<file path="config.mk">
export PLATFORM = sky130hd
export DESIGN_NAME = pe_block_seq
export DESIGN_NICKNAME = d
export VERILOG_FILES = /design/src/rtl/pe_pkg.sv /design/src/rtl/pe_seq_addr_gen.sv /design/src/rtl/pe_block_seq.sv
export SDC_FILE = /design/constraint.sdc
export NUM_CORES = 1
export LEC_CHECK = 0
export ABC_AREA = 1
export BUFFER_PORTS_ARGS = -buffer_cell sky130_fd_sc_hd__buf_2
export CAP_MARGIN = 10
export CORE_MARGIN = 1.5
export CORE_UTILIZATION = 54
export CTS_BUF_LIST = sky130_fd_sc_hd__clkbuf_2 sky130_fd_sc_hd__clkbuf_4 sky130_fd_sc_hd__clkbuf_8
export CTS_CLUSTER_SIZE = 20
export DETAILED_ROUTE_END_ITERATION = 12
export GPL_ROUTABILITY_DRIVEN = 0
export GPL_TIMING_DRIVEN = 0
export MAX_ROUTING_LAYER = met4
export PLACE_DENSITY = 0.78
export SETUP_SLACK_MARGIN = 0.1
export SLEW_MARGIN = 20
export SYNTH_ARGS = -nofsm -noshare
export SYNTH_HDL_FRONTEND = slang
export SYNTH_SLANG_ARGS = --single-unit
</file>
<file path="constraint.sdc">
create_clock -name iClk -period 5.28 [get_ports iClk]
set_input_delay 0.264 -clock iClk [delete_from_list [all_inputs] [get_ports iClk]]
set_output_delay 0.264 -clock iClk [all_outputs]
set_load 0.02 [all_outputs]
</file>
<file path="src/rtl/pe_pkg.sv">
// Shared types and widths for the pe_block datapath and its sequencer.
package pe_pkg;

    localparam int WEIGHT_W = 8;
    localparam int SHIFT_W  = 5;
    localparam int KLEN_W   = 8;
    localparam int TILE_W   = 16;

    typedef enum logic [1:0] {
        ST_IDLE  = 2'd0,
        ST_RUN   = 2'd1,
        ST_DRAIN = 2'd2,
        ST_DONE  = 2'd3
    } seq_state_t;

endpackage

</file>
<file path="src/rtl/pe_seq_addr_gen.sv">
// Tap/tile counters and weight/data read address generation for pe_block_seq.
module pe_seq_addr_gen
    import pe_pkg::*;
#(
    parameter int WADDR_W = 10,
    parameter int DADDR_W = 16
)(
    input  logic               iClk,
    input  logic               iRst,
    input  logic               iLoad,
    input  logic               iStep,
    input  logic [WADDR_W-1:0] iLoadBase,
    input  logic [WADDR_W-1:0] iBase,
    input  logic [KLEN_W-1:0]  iKernelLen,
    input  logic [TILE_W-1:0]  iTileNum,
    output logic [WADDR_W-1:0] oWeightAddr,
    output logic [DADDR_W-1:0] oDataAddr,
    output logic [KLEN_W-1:0]  oTap,
    output logic [TILE_W-1:0]  oTile,
    output logic               oLastTap,
    output logic               oLastTile
);

    always_comb begin
        oLastTap  = (oTap == iKernelLen - KLEN_W'(1));
        oLastTile = (oTile == iTileNum - TILE_W'(1));
    end

    // The tile index stops at T-1 so it still names the final tile during drain.
    always_ff @(posedge iClk or posedge iRst) begin
        if (iRst) begin
            oTap        <= '0;
            oTile       <= '0;
            oWeightAddr <= '0;
            oDataAddr   <= '0;
        end else if (iLoad) begin
            oTap        <= '0;
            oTile       <= '0;
            oWeightAddr <= iLoadBase;
            oDataAddr   <= '0;
        end else if (iStep) begin
            oDataAddr <= oDataAddr + DADDR_W'(1);
            if (oLastTap) begin
                oTap        <= '0;
                oWeightAddr <= iBase;
                if (!oLastTile) begin
                    oTile <= oTile + TILE_W'(1);
                end
            end else begin
                oTap        <= oTap + KLEN_W'(1);
                oWeightAddr <= oWeightAddr + WADDR_W'(1);
            end
        end
    end

endmodule

</file>
<file path="src/rtl/pe_block_seq.sv">
// Job sequencer for one pe_block: streams kernel weights per tile, issues
// matching data reads, aligns clear-accumulate with the weight path, then drains.
module pe_block_seq
    import pe_pkg::*;
#(
    parameter int ARRAY_NUM = 3,
    parameter int WADDR_W   = 10,
    parameter int DADDR_W   = 16,
    parameter int DRAIN_CYC = 8
)(
    input  logic                 iClk,
    input  logic                 iRst,
    input  logic                 iStart,
    input  logic                 iAbort,
    input  logic [KLEN_W-1:0]    iCfgKernelLen,
    input  logic [TILE_W-1:0]    iCfgTileNum,
    input  logic [WADDR_W-1:0]   iCfgWeightBase,
    input  logic [ARRAY_NUM-2:0] iCfgPassDataLeft,
    input  logic [SHIFT_W-1:0]   iCfgOutputLeftShift,
    input  logic [WEIGHT_W-1:0]  iWeightRdData,
    output logic                 oWeightRdEn,
    output logic [WADDR_W-1:0]   oWeightRdAddr,
    output logic                 oDataRdEn,
    output logic [DADDR_W-1:0]   oDataRdAddr,
    output logic [WEIGHT_W-1:0]  oWeight,
    output logic                 oClearAcc,
    output logic [ARRAY_NUM-2:0] oCfsPassDataLeft,
    output logic [SHIFT_W-1:0]   oCfsOutputLeftShift,
    output logic [TILE_W-1:0]    oTileIdx,
    output logic                 oBusy,
    output logic                 oDone
);

    localparam int DCNT_W = (DRAIN_CYC > 1) ? $clog2(DRAIN_CYC) : 1;

    seq_state_t          state;
    logic                rd_en;
    logic                clr_s1;
    logic [DCNT_W-1:0]   drain_cnt;
    logic [KLEN_W-1:0]   k_len;
    logic [TILE_W-1:0]   t_num;
    logic [WADDR_W-1:0]  w_base;
    logic [KLEN_W-1:0]   tap;
    logic                last_tap;
    logic                last_tile;
    logic                abort_act;
    logic                load;
    logic                step;

    always_comb begin
        abort_act = iAbort && (state != ST_IDLE);
        load      = (state == ST_IDLE) && iStart && !iAbort;
        step      = (state == ST_RUN) && !iAbort;
    end

    assign oWeightRdEn = rd_en;
    assign oDataRdEn   = rd_en;

    pe_seq_addr_gen #(
        .WADDR_W (WADDR_W),
        .DADDR_W (DADDR_W)
    ) u_addr_gen (
        .iClk        (iClk),
        .iRst        (iRst),
        .iLoad       (load),
        .iStep       (step),
        .iLoadBase   (iCfgWeightBase),
        .iBase       (w_base),
        .iKernelLen  (k_len),
        .iTileNum    (t_num),
        .oWeightAddr (oWeightRdAddr),
        .oDataAddr   (oDataRdAddr),
        .oTap        (tap),
        .oTile       (oTileIdx),
        .oLastTap    (last_tap),
        .oLastTile   (last_tile)
    );

    always_ff @(posedge iClk or posedge iRst) begin
        if (iRst) begin
            state               <= ST_IDLE;
            rd_en               <= 1'b0;
            oBusy               <= 1'b0;
            oDone               <= 1'b0;
            drain_cnt           <= '0;
            k_len               <= '0;
            t_num               <= '0;
            w_base              <= '0;
            oCfsPassDataLeft    <= '0;
            oCfsOutputLeftShift <= '0;
        end else begin
            oDone <= 1'b0;
            if (abort_act) begin
                state <= ST_IDLE;
                rd_en <= 1'b0;
                oBusy <= 1'b0;
            end else begin
                unique case (state)
                    ST_IDLE: begin
                        if (iStart) begin
                            k_len               <= iCfgKernelLen;
                            t_num               <= iCfgTileNum;
                            w_base              <= iCfgWeightBase;
                            oCfsPassDataLeft    <= iCfgPassDataLeft;
                            oCfsOutputLeftShift <= iCfgOutputLeftShift;
                            oBusy               <= 1'b1;
                            drain_cnt           <= '0;
                            if (iCfgKernelLen == '0 || iCfgTileNum == '0) begin
                                state <= ST_DONE;
                                oDone <= 1'b1;
                            end else begin
                                state <= ST_RUN;
                                rd_en <= 1'b1;
                            end
                        end
                    end
                    ST_RUN: begin
                        if (last_tap && last_tile) begin
                            state     <= ST_DRAIN;
                            rd_en     <= 1'b0;
                            drain_cnt <= '0;
                        end
                    end
                    ST_DRAIN: begin
                        if (drain_cnt == DCNT_W'(DRAIN_CYC - 1)) begin
                            state <= ST_DONE;
                            oDone <= 1'b1;
                        end else begin
                            drain_cnt <= drain_cnt + DCNT_W'(1);
                        end
                    end
                    ST_DONE: begin
                        state <= ST_IDLE;
                        oBusy <= 1'b0;
                    end
                    default: state <= ST_IDLE;
                endcase
            end
        end
    end

    // Two clear stages match read issue -> buffer data -> oWeight register.
    always_ff @(posedge iClk or posedge iRst) begin
        if (iRst) begin
            oWeight   <= '0;
            clr_s1    <= 1'b0;
            oClearAcc <= 1'b0;
        end else begin
            oWeight <= iWeightRdData;
            if (abort_act) begin
                clr_s1    <= 1'b0;
                oClearAcc <= 1'b0;
            end else begin
                clr_s1    <= rd_en && (tap == '0);
                oClearAcc <= clr_s1;
            end
        end
    end

endmodule

</file>
==> results by group <==
Floorplanning
  • Die width: ~110 um
  • Die area: between 10,000 and 15,000 um^2
  • Cell Rows: 39
  • Core ar.: about 11,000 um^2
  • Initial Util: a little under three fifths
  • Chip height: approximately 110 um
  • Ports: between 100 and 150

Power and ir drop
  • P_int: around 1.9 mW
  • Power Dens Cells: ~450 nW/um^2
  • Power share of the sequential group: 38.6%
  • Comb pwr share: around 45%
  • Peak supply drop: approximately 280 uV
  • Clk pwr share: between 10% and 20%
  • Psw: ~1.5 mW
  • Static leakage: roughly 3.8 nW
  • Sw Ratio: between 40 and 50%

Routing
  • Vias/cell: between 5 and 6
  • DR WL/cell: around 14 um
  • DRT iter0 DRCs: approximately 350
  • DRC errors left: 0
  • Final Routed Wirelength: ~15,000 um
  • DR vias: 5,712
  • Final antenna-violating net count: 0
  • Drt first pass iters: 5

Min path
  • Hold path depth: 3
  • Hold Startpoint: iCfgOutputLeftShift[1]
  • Hold Crit Endpoint: oCfsOutputLeftShift[1]$_DFFE_PP0P_
  • Path category of the worst min-delay check: input pin to register

Global routing
  • First-pass GRT wire length: about 25,000 um
  • Gr ovfl total: 0
  • All-Layer GR Usage: about a quarter
  • Largest net degree at the start of global routing: 70
  • Vias in the first global route: 5,311
  • Initial antenna violation count: 0

Clock tree
  • Clock Tree Buf Depth: 2
  • CTS-repair resized insts: 0
  • CTS tree: built
  • Post-CTS Setup Repair Bufs: 0
  • Clock root buffer: clkbuf_8
  • Sink Count: about 110
  • Worst-Skew Late Latency: 410 ps
  • Hold Buf Count CTS: 9
  • CTS Buf Count: 9
  • H-tree Lvls: 3
  • CTS clk-pin slew, worst paths: about 110 ps

STA
  • Hold Vio Cnt, Final: 0
  • Max Clk Rate: approximately 420 MHz
  • Relative slew slack: 60.71%
  • Finish-stage setup viols: 0
  • Measured slew at the worst slew-check pin: 589.3 ps
  • Worst Skew: roughly 9.4 ps
  • Max Slew Vio Count: 0
  • Tmin final: 2360 ps
  • Fin crit share: about 45%
  • Setup TNS: 0 ps
  • RSZ-0062 raised after global routing: no

Setup path
  • Crit path required time: between 5000 and 6000 ps
  • Crit end category: register
  • CP arrival: around 2700 ps
  • Crit start category: register
  • Critical path type: register to register
  • Flop2flop setup slack: 2920 ps
  • R2r endpoint: u_addr_gen.oWeightAddr[4]$_DFFE_PP0P_
  • RR Startpoint: state[0]$_DFFE_PP0P_
  • Worst Reg-to-Reg Cells: 9
  • Maximum fanout along the worst path: 10

Logic synthesis
  • Synth top cells by count: nand2_1, dfrtp_1, inv_1
  • Synthesized area per cell: 7.771 um^2
  • Post-synth top flop: dfrtp_1
  • Mapped Area: ~6300 um^2
  • Mapped Cells: 817
  • Top-count cell post-synth: nand2_1
  • Synthesized Nets: 884
  • Synthesized flop and latch total: ~110
  • Post-synth EDFFs: 0
  • Fraction of registers with async set/reset: 100.0%
  • Area share of the largest cell type after synthesis: a little over two fifths
  • Synth top area cells: dfrtp_1, nand2_1, inv_1
  • Cell taking the most area after synthesis: dfrtp_1
  • Yosys warns: 0
  • Post-synthesis sequential area ratio: a little over two fifths
  • Synth cell types: between 40 and 50

Final layout
  • Share of layout cells above drive strength 1: between 10% and 20%
  • Number of fillers in the final layout: about 1,000
  • Final core utilization: between 60% and 70%
  • Area growth, synth to finish: 16.97%
  • Diode count: 0
  • Nets: around 1,000

Outcome
  • Status: completed

Placement
  • Port Buffers: ~110
  • HPWL Detailed: about 11,000 um

Flow run
  • Maxcap violations: 0
[worst max path at each step]
stage / start / slack (ps) / cells past startpoint / endpoint
after global placement: iRst / 890 / 2 / oCfsOutputLeftShift[1]$_DFFE_PP0P_
after floorplan: iRst / 2140 / 1 / clr_s1$_DFF_PP0_
after global routing: t_num[0]$_DFFE_PP0P_ / 2630 / 15 / state[0]$_DFFE_PP0P_
after CTS: state[0]$_DFFE_PP0P_ / 2910 / 9 / u_addr_gen.oWeightAddr[5]$_DFFE_PP0P_
final: state[0]$_DFFE_PP0P_ / 2920 / 9 / u_addr_gen.oWeightAddr[4]$_DFFE_PP0P_
after detailed placement: state[0]$_DFFE_PP0P_ / 2940 / 9 / u_addr_gen.oWeightAddr[2]$_DFFE_PP0P_
[flip-flops by register name, indices dropped and copies added (netlist names)]
name	flops
u_addr_gen.oWeightAddr	10
t_num	16
w_base	10
u_addr_gen.oDataAddr	16
clr_s1	1
k_len	8
oCfsPassDataLeft	2
oCfsOutputLeftShift	5
u_addr_gen.oTap	8
state	2
u_addr_gen.oTile	16
oBusy	1
oDataRdEn	1
oDone	1
drain_cnt	3
oClearAcc	1
oWeight	8
[power groups by stage]
stage          Clock (mW)  Sequential [mW]  Combinational (mW)
2_1_floorplan           0             1.36                1.06
3_3_place_gp            0             1.31                1.49
3_5_place_dp            0             1.31                1.53
4_1_cts             0.550             1.30                1.53
5_1_grt             0.591             1.33                1.74
6_report            0.542             1.30                1.53
[through the flow]
step                instances  power, mW  hold slack, ps  worst slack (ps)  cell area (um^2)
global placement         1074      2.795           371.7             886.8              7098
CTS                      1100      3.382           37.04              2909              7426
detailed placement       1075      2.837           298.2              2939              7131
global route             1100      3.659           46.66              2627              7426
finish                   1100      3.371           50.63              2920              7426
floorplan                 817      2.426           295.4              2142              6349
[cells by family (layout without fill, tap and decap cells)]
kind of cell / after synthesis / in the layout / synth area share, %
AND/OR/NAND/NOR: 454 / 454 / 33.27
buffers and inverters: 114 / 254 / 7.391
flip-flops: 109 / 109 / 42.96
AO/OA/AOI/OAI: 75 / 75 / 6.583
XOR/XNOR: 51 / 51 / 7.036
adder cells (fa/ha/maj): 14 / 14 / 2.759
[cell type report]
cell class | instances | area (um^2) | share of cell area, %
clock inverter | 7 | 81.33 | 1.095
inverter | 90 | 342.8 | 4.617
sequential | 109 | 2728 | 36.73
tap | 143 | 178.9 | 2.409
timing repair buffer | 124 | 688.2 | 9.267
buffer | 24 | 131.4 | 1.769
multi-input combinational | 594 | 3152 | 42.44
clock buffer | 9 | 123.9 | 1.668
[placed cells by master, fill, tap and decap left out, types with 12 or more instances in the layout]
cell type	count
a21oi_1	14
xor2_1	36
nand4_1	29
ha_1	14
nand3_1	43
xnor2_1	15
inv_1	84
o21ai_0	37
nand2_1	257
nor2_1	58
buf_2	118
nor3_1	15
dfrtp_1	109
clkbuf_1	12
[per-layer routing]
metal	wire length [um]	track usage, %	vias up
met4	211	7.595	0
met3	891	5.389	20
li1	-	-	2895
met2	7143	40.16	153
met1	7077	35.26	2644
met5	0	-	-
[worst max-delay path: stages (launching register included)]
cell      delay, ps
dfrtp_1         420
inv_1           120
ha_1            260
nand2_2         140
nor2_4          250
nor2_2          170
inv_1           260
clkbuf_1        450
nand3_1         150
nand2_1          80
(Power assumes the default switching activity.)
